==> config.mk <==
export PLATFORM = sky130hd
export DESIGN_NAME = reg_writeback_sequencer
export DESIGN_NICKNAME = d
export VERILOG_FILES = /design/src/rtl/xm_wb_pkg.sv /design/src/rtl/reg_writeback_sequencer.sv
export SDC_FILE = /design/constraint.sdc
export NUM_CORES = 1
export LEC_CHECK = 0
export BUFFER_PORTS_ARGS = -buffer_cell sky130_fd_sc_hd__buf_4
export CAP_MARGIN = 0
export CELL_PAD_IN_SITES_DETAIL_PLACEMENT = 1
export CELL_PAD_IN_SITES_GLOBAL_PLACEMENT = 2
export CORE_ASPECT_RATIO = 2
export CORE_UTILIZATION = 30
export CTS_CLUSTER_SIZE = 30
export DETAILED_ROUTE_END_ITERATION = 8
export GPL_TIMING_DRIVEN = 0
export PLACE_DENSITY_LB_ADDON = 0.05
export REMOVE_ABC_BUFFERS = 1
export SLEW_MARGIN = 25
export SYNTH_ARGS = -nofsm -noshare
export SYNTH_HDL_FRONTEND = slang
export SYNTH_SLANG_ARGS = --single-unit
==> constraint.sdc <==
create_clock -name clk -period 1.7 [get_ports clk]
set_input_delay 0.34 -clock clk [delete_from_list [all_inputs] [get_ports clk]]
set_output_delay 0.34 -clock clk [all_outputs]
set_load 0.03 [all_outputs]
==> src/rtl/xm_wb_pkg.sv <==
// Shared types and helpers for the X-Makina register-file writeback sequencer.
// Latency: n/a (package only).
// Backpressure: n/a (package only).
package xm_wb_pkg;

    typedef enum logic [1:0] {
        IDLE    = 2'd0,
        WR_PTR  = 2'd1,
        WR_DATA = 2'd2
    } wb_state_t;

    localparam int BYTE      = 8;
    // Byte count for the default 16-bit word.
    localparam int BYTES     = 16 / BYTE;
    // Upper bound on byte lanes the helper can describe (256-bit words).
    localparam int MAX_BYTES = 32;

    // Byte-enable pattern: only lane 0 for a byte write, every lane of an
    // nbytes-wide word otherwise. Callers size-cast the result to their width.
    function automatic logic [MAX_BYTES-1:0] byte_en(input logic byte_sel, input int nbytes);
        logic [MAX_BYTES-1:0] m;
        m = '0;
        for (int i = 0; i < MAX_BYTES; i++) begin
            if ((i < nbytes) && (!byte_sel || (i == 0))) begin
                m[i] = 1'b1;
            end
        end
        return m;
    endfunction

endpackage

==> src/rtl/reg_writeback_sequencer.sv <==
// Turns writeback requests into one or two registered register-file writes (pointer first, then data).
// Latency: the first write is presented the cycle after accept; a pointer request adds one more cycle.
// Backpressure: wb_ready is low while a held data write is pending or while flush is high.
//
// Ports: clk/reset (async active-low); wb_* request side (valid/ready);
// flush aborts pending work; REG_wr/wr_addr/wr_data/wb_done drive the register file.
module reg_writeback_sequencer
    import xm_wb_pkg::*;
#(
    parameter int WORD      = 16,
    parameter int REGISTERS = 8
) (
    input  logic                         clk,
    input  logic                         reset,
    input  logic                         wb_valid,
    output logic                         wb_ready,
    input  logic [$clog2(REGISTERS)-1:0] wb_dst,
    input  logic [WORD-1:0]              wb_data,
    input  logic                         wb_byte,
    input  logic                         wb_ptr_en,
    input  logic [$clog2(REGISTERS)-1:0] wb_ptr_reg,
    input  logic [WORD-1:0]              wb_ptr_data,
    input  logic                         flush,
    output logic [WORD/BYTE-1:0]         REG_wr,
    output logic [$clog2(REGISTERS)-1:0] wr_addr,
    output logic [WORD-1:0]              wr_data,
    output logic                         wb_done
);

    localparam int AW = $clog2(REGISTERS);
    localparam int NB = WORD / BYTE;

    wb_state_t       state_q, state_d;
    logic [NB-1:0]   reg_wr_q, reg_wr_d;
    logic [AW-1:0]   wr_addr_q, wr_addr_d;
    logic [WORD-1:0] wr_data_q, wr_data_d;
    logic            wb_done_q, wb_done_d;

    // Data write parked while the pointer write is on the port.
    logic [AW-1:0]   hold_dst_q, hold_dst_d;
    logic [WORD-1:0] hold_data_q, hold_data_d;
    logic            hold_byte_q, hold_byte_d;

    assign wb_ready = !flush && (state_q != WR_PTR);

    always_comb begin
        state_d     = IDLE;
        reg_wr_d    = '0;
        wb_done_d   = 1'b0;
        // Address/data hold their last values while no write is presented.
        wr_addr_d   = wr_addr_q;
        wr_data_d   = wr_data_q;
        hold_dst_d  = hold_dst_q;
        hold_data_d = hold_data_q;
        hold_byte_d = hold_byte_q;

        if (flush) begin
            // Drop any parked data write; whatever is on the port now still lands.
            hold_dst_d  = '0;
            hold_data_d = '0;
            hold_byte_d = 1'b0;
        end else if (state_q == WR_PTR) begin
            state_d   = WR_DATA;
            wr_addr_d = hold_dst_q;
            wr_data_d = hold_data_q;
            reg_wr_d  = NB'(byte_en(hold_byte_q, NB));
            wb_done_d = 1'b1;
        end else if (wb_valid && wb_ready) begin
            if (wb_ptr_en) begin
                // Pointer goes first so a same-register data write wins.
                state_d     = WR_PTR;
                wr_addr_d   = wb_ptr_reg;
                wr_data_d   = wb_ptr_data;
                reg_wr_d    = NB'(byte_en(1'b0, NB));
                hold_dst_d  = wb_dst;
                hold_data_d = wb_data;
                hold_byte_d = wb_byte;
            end else begin
                state_d   = WR_DATA;
                wr_addr_d = wb_dst;
                wr_data_d = wb_data;
                reg_wr_d  = NB'(byte_en(wb_byte, NB));
                wb_done_d = 1'b1;
            end
        end
    end

    always_ff @(posedge clk or negedge reset) begin
        if (!reset) begin
            state_q     <= IDLE;
            reg_wr_q    <= '0;
            wr_addr_q   <= '0;
            wr_data_q   <= '0;
            wb_done_q   <= 1'b0;
            hold_dst_q  <= '0;
            hold_data_q <= '0;
            hold_byte_q <= 1'b0;
        end else begin
            state_q     <= state_d;
            reg_wr_q    <= reg_wr_d;
            wr_addr_q   <= wr_addr_d;
            wr_data_q   <= wr_data_d;
            wb_done_q   <= wb_done_d;
            hold_dst_q  <= hold_dst_d;
            hold_data_q <= hold_data_d;
            hold_byte_q <= hold_byte_d;
        end
    end

    assign REG_wr  = reg_wr_q;
    assign wr_addr = wr_addr_q;
    assign wr_data = wr_data_q;
    assign wb_done = wb_done_q;

endmodule

==> impl_metrics.toml, run 1 <==
[synthesis]
seq_area_frac_synth_pct = 47.8
synthFlopType = "dfrtp_1"
syn_area_sq_um = 2250
synthArstFlopShare_pct = 100
synth-seq-cells = 43
synth_edf_count = 0
synth.area.top_cells = "dfrtp_1 48%, mux2_4 15%, a221o_1 8.5%"
synth_area_leader_cell = "dfrtp_1"
yosysMostFrequentCell = "dfrtp_1"
synth_warnings = 0
synth_cell_types = 21
yosysTopAreaCellShare_pct = 47.8
ys_top_cells_by_count = "43 x dfrtp_1, 22 x mux2_4, 20 x nor2b_1"
synth_area_per_cell_sq_um = 13.6
postSynthCellCount = 165

[setup_path]
crit_path_start = "state_q[1]$_DFF_PN0_"
endpoint_kind = "flop"
crit_required_ps = 1870
reg2reg_from = "state_q[1]$_DFF_PN0_"
startpoint_type = "flop"
timing.rr.end = "hold_data_q[2]$_DFFE_PN0P_"
r2r_cells = 3
crit_end = "hold_data_q[2]$_DFFE_PN0P_"
crit_type = "reg2reg"
arrival_ps = 1760
r2r_slack_ps = 100
critPathMaxFanout = 11

[floorplan]
core_area_sq_um = 7270
num_rows = 44
ioPinCount = 67
dieArea_sq_um = 7870
dieWidth_um = 63.2
initial_utilization_pct = 31.0
die_h_um = 124

[sta]
finalSetupViolations = 0
tns_ps = 0
slew_headroom_pct = 61.7
layout_setup_ws_ps = 104
fmax_mhz = 626
slew_viol_final = 0
rsz0062_at_grt = "no"
worst_pin_slew_ps = 575
finalCritPeriodShare_pct = 93.9
hold_viol_final = 0
min_period_ps = 1600
finClkSkew_ps = 2.53

[pwr]
switching_share_pct = 28.0
pwr-share-clk_pct = 33.1
power.switching_mw = 0.767
combPwrFrac_pct = 24.0
p_per_area_nw_per_um2 = 917
peakVddDrop_v = 0.000494
leakage_nw = 1.50
sequentialPowerShare_pct = 42.9
p_int_mw = 1.97

[global_routing]
grt_max_degree = 44
grt_pass1_vias = 1949
grt_pass1_wl_um = 10300
gr-usage-all-layers_pct = 17.2
antenna_found_initial = 0
grt-ovfl-total = 0

[place]
place.port_buffers = 66
post-place-ws_ps = -252
hpwlAfterDp_um = 3740
dpl.cell_count = 313
gp_congestion = 0.705

[cts]
cts_tree = "built"
clock_latency_ps = 280
cts_made_buffers = 5
htreeDepth = 2
clock_sinks = 43
cts_buffer_depth = 2
clk_pin_slew_ps = 60
clockRootBuffer = "clkbuf_16"

[worst_hold_path]
hold_class = "in2async"

[drt]
drc_errors = 0
viasPerCell = 4.91
vias = 1596
wire_per_inst_um = 18.9
finalWirelength_um = 6140
drt-initial-drc-count = 48
first_pass_iters = 4
drtAntennaViolNets = 0

[cells_and_area]
final_layout_size_suffix_gt1_share_pct = 49.4
diodes = 0
nets = 278
area_growth_syn_to_layout_pct = 32.6
fillers = 793
layoutNonFillerInstCount = 325

[run]
drv_cap = 0

[status]
outcome = "finished, final reports clean"
## metrics by stage
| step | power, mW | util, % | instance area [sq um] | hold WS, ps |
|---|---|---|---|---|
| 3_5_place_dp | 1.84 | 38.2 | 2780 | 384 |
| 3_3_place_gp | 1.82 | 38.0 | 2760 | 372 |
| 2_1_floorplan | 1.53 | - | 2150 | 44.4 |
| 5_1_grt | 2.86 | 41.0 | 2980 | 100 |
| 4_1_cts | 2.78 | 41.0 | 2980 | 77.7 |
| 6_report | 2.74 | 41.0 | 2980 | 49.8 |
## per-layer routing
layer  track usage, %  vias to the layer above  routed length (um)
met3             2.84                        6                 226
met5                0                        -                   0
met4             5.61                        0                  92
met2             31.1                       44                3420
met1             20.1                      821                2400
li1                 -                      725                   -
## registers in the layout (all words and copies together), names as in the netlist
name and count:
REG_wr 2, hold_data_q 16, hold_dst_q 3, state_q 2, wr_data 16, wr_addr 3
hold_byte_q 1
## worst min path at each step
stage               start                    endpoint  depth (start not counted)
floorplan           reset         REG_wr[0]$_DFF_PN0_                          0
global placement    reset         REG_wr[1]$_DFF_PN0_                          1
detailed placement  reset     hold_byte_q$_DFFE_PN0P_                          1
CTS                 reset  hold_data_q[6]$_DFFE_PN0P_                          1
global route        reset      wr_data[0]$_DFFE_PN0P_                          1
finish              reset         REG_wr[1]$_DFF_PN0_                          1
## area by class of cell
cell class              count  area, sq um  share of cell area (%)
inverters                   2         7.51                   0.252
repair buffers             71          549                    18.4
flip-flops and latches     43         1080                    36.1
well taps                  92          115                    3.86
clock buffers               6          129                    4.32
multi-input cells         111         1110                    37.1
## critical path, stage by stage (launching register included)
cell and delay, ps:
dfrtp_1 500, or2b_4 230, nand4b_4 330, mux2_4 410
## power groups by stage
stage | clock [mW] | combinational [mW] | sequential [mW]
5_1_grt | 0.969 | 0.700 | 1.19
3_5_place_dp | 0 | 0.651 | 1.19
6_report | 0.905 | 0.656 | 1.17
2_1_floorplan | 0 | 0.205 | 1.33
3_3_place_gp | 0 | 0.633 | 1.19
4_1_cts | 0.936 | 0.671 | 1.18
## layout by cell type, fill, tap and decap left out
cell type  instances
nor2b_2            1
clkbuf_1           1
inv_1              2
mux2_4            22
nor2_1             2
buf_12             1
mux2_2            10
nor2b_4            1
clkbuf_16          5
nor2b_1           20
nand4b_4           2
or2b_4             1
nor3b_4            1
mux2_1             7
buf_6              1
nand2b_1           2
buf_4             69
nor3b_1            1
o21bai_2           1
a31oi_1            1
a21oi_1            1
a221o_1           19
and2_1            19
dfrtp_1           43
## logic make-up (layout without fill, tap and decap cells)
logic type      Yosys count  in the layout  share of synthesized area [%]
compound gates           22             22                           9.29
buf+inv                  13             79                           4.62
flops                    43             43                           47.8
mux                      39             39                           23.2
simple gates             48             50                           15.1
## timing repair
action                                  CTS  global route
setup buffers                             4             0
hold buffers                              0             0
endpoints found under the setup margin   40             0
gates resized for setup                   1             0
Note: power is estimated with default switching activity, not from simulation.
==> inputs of run 2 (changes only) <==
clock period = 1.29 ns   (was 1.7 ns; I/O delays follow)
==> run 2 against run 1 <==
The run now ends with setup timing left. Non-clock buffer count grew 18. Combinational power grew 47%. Worst setup slack got worse by 310 ps. Register-to-register slack worse by 310 ps. Sequential share of layout area is 3.1 points lower. Largest power group unchanged. Highest routed layer unchanged.
==> impl_metrics.toml, run 2 (synthesized netlist as in run 1, its figures left out) <==
[drt]
viasPerCell = 4.91
drtAntennaViolNets = 0
first_pass_iters = 4
drc_errors = 0
wire_per_inst_um = 19.3
drt-initial-drc-count = 42
vias = 1689
finalWirelength_um = 6630

[sta]
finClkSkew_ps = 2.46
slew_viol_final = 0
fmax_mhz = 670
whs_ps = 214
rsz0062_at_grt = "yes"
finalSetupViolations = 41
hold_viol_final = 0
tns_ps = -6120
min_period_ps = 1490
layout_setup_ws_ps = -203
finalCritPeriodShare_pct = 116
worst_pin_slew_ps = 574
slew_headroom_pct = 61.8

[place]
hpwlAfterDp_um = 3740
dpl.cell_count = 313
gp_congestion = 0.705
place.port_buffers = 66

[global_routing]
gr-usage-all-layers_pct = 18.1
grt_pass1_vias = 2041
grt_pass1_wl_um = 10800
grt-ovfl-total = 0
grt_max_degree = 44
antenna_found_initial = 0

[setup_path]
startpoint_type = "flop"
cpLargestDelayFamily = "simple AND/OR/NAND/NOR gates"
cp_num_buf_inv = 1
endpoint_kind = "flop"
cpMaxStageDelayCell = "dfrtp_1"
crit_required_ps = 1460
crit_chain = "or2b_4, nand4b_4, clkbuf_16, mux2_4"
arrival_ps = 1660
crit_type = "reg2reg"
max_stage_delay_ps = 420
critPathMaxFanout = 4

[floorplan]
num_rows = 44
ioPinCount = 67
dieArea_sq_um = 7870
core_area_sq_um = 7270
initial_utilization_pct = 31.0
die_h_um = 124
dieWidth_um = 63.2

[status]
outcome = "complete, but fails checks"
violations = "setup timing"

[run]
drv_cap = 0

[worst_hold_path]
hold_class = "in2reg"

[cts]
htreeDepth = 2
clock_latency_ps = 280
cts_made_buffers = 5
clockRootBuffer = "clkbuf_16"
cts_buffer_depth = 2
cts_tree = "built"
clk_pin_slew_ps = 60
clock_sinks = 43

[cells_and_area]
final_cell_mix = "71 x buf_4, 42 x dfrtp_1, 23 x mux2_4"
diodes = 0
fillers = 776
final_layout_size_suffix_gt1_share_pct = 54.0
nets = 297
layoutNonFillerInstCount = 344
area_growth_syn_to_layout_pct = 45.4
final_common_cell = "buf_4"

[pwr]
peakVddDrop_v = 0.000655
p_per_area_nw_per_um2 = 1130
leakage_nw = 1.65
==> run 2: path summary, 6_finish.rpt <==
kind	startpoint	to	slack (ps)	depth (start not counted)
setup reg to reg	state_q[0]$_DFF_PN0_	hold_dst_q[0]$_DFFE_PN0P_	-200	4
min in group asynchronous	reset	wr_data[0]$_DFFE_PN0P_	510	2
setup / recovery	state_q[0]$_DFF_PN0_	hold_dst_q[0]$_DFFE_PN0P_	-200	4
hold / removal	wb_dst[2]	hold_dst_q[2]$_DFFE_PN0P_	210	2
max in group asynchronous	reset	state_q[1]$_DFF_PN0_	350	2
hold reg to reg	wr_data[15]$_DFFE_PN0P_	wr_data[15]$_DFFE_PN0P_	520	1
==> run 2: metal layers <==
metal	GRT usage (%)	share of wire (%)
met1	21.1	38
met2	32.6	56
met3	2.93	3.4
met4	6.42	1.9
met5	0	0
==> run 2: final cells by class <==
type	instances	area, sq um	area share, %
Timing Repair Buffer	89	788	24.1
Clock buffer	6	129	3.94
Multi-Input combinational cell	112	1150	35.3
Sequential cell	43	1080	32.9
Tap cell	92	115	3.52
Inverter	2	7.51	0.230
==> run 2: worst register-to-register path, delay by kind of cell, from the launching register on <==
family / cells / cell delay, ps
buf+inv: 1 / 220
flops: 1 / 420
mux: 1 / 290
simple gates: 2 / 450
==> run 2: what timing repair did <==
| item | CTS | global route |
|---|---|---|
| hold endpoints to repair | 27 | 0 |
| gates resized for setup | 18 | 5 |
| pin swaps | 11 | 12 |
| buffers inserted | 17 | 2 |
| hold buffers | 1 | 0 |
| cloned | 3 | 2 |
| setup endpoints to repair | 42 | 42 |
==> run 2: report_power, final <==
group | switching, mW | total [mW] | internal, mW
Sequential | 0.0699 | 1.55 | 1.48
Clock | 0.495 | 1.19 | 0.697
Combinational | 0.476 | 0.965 | 0.490
Total | 1.04 | 3.71 | 2.66
==> run 2: stage by stage <==
step | power (mW) | cell area, sq um | utilization (%) | setup slack (ps)
2_1_floorplan | 2.02 | 2150 | - | -520
3_3_place_gp | 2.40 | 2760 | 38.0 | -1220
3_5_place_dp | 2.43 | 2780 | 38.2 | -662
4_1_cts | 3.73 | 3190 | 43.9 | -152
5_1_grt | 3.86 | 3270 | 45.0 | -241
6_report | 3.71 | 3270 | 45.0 | -203
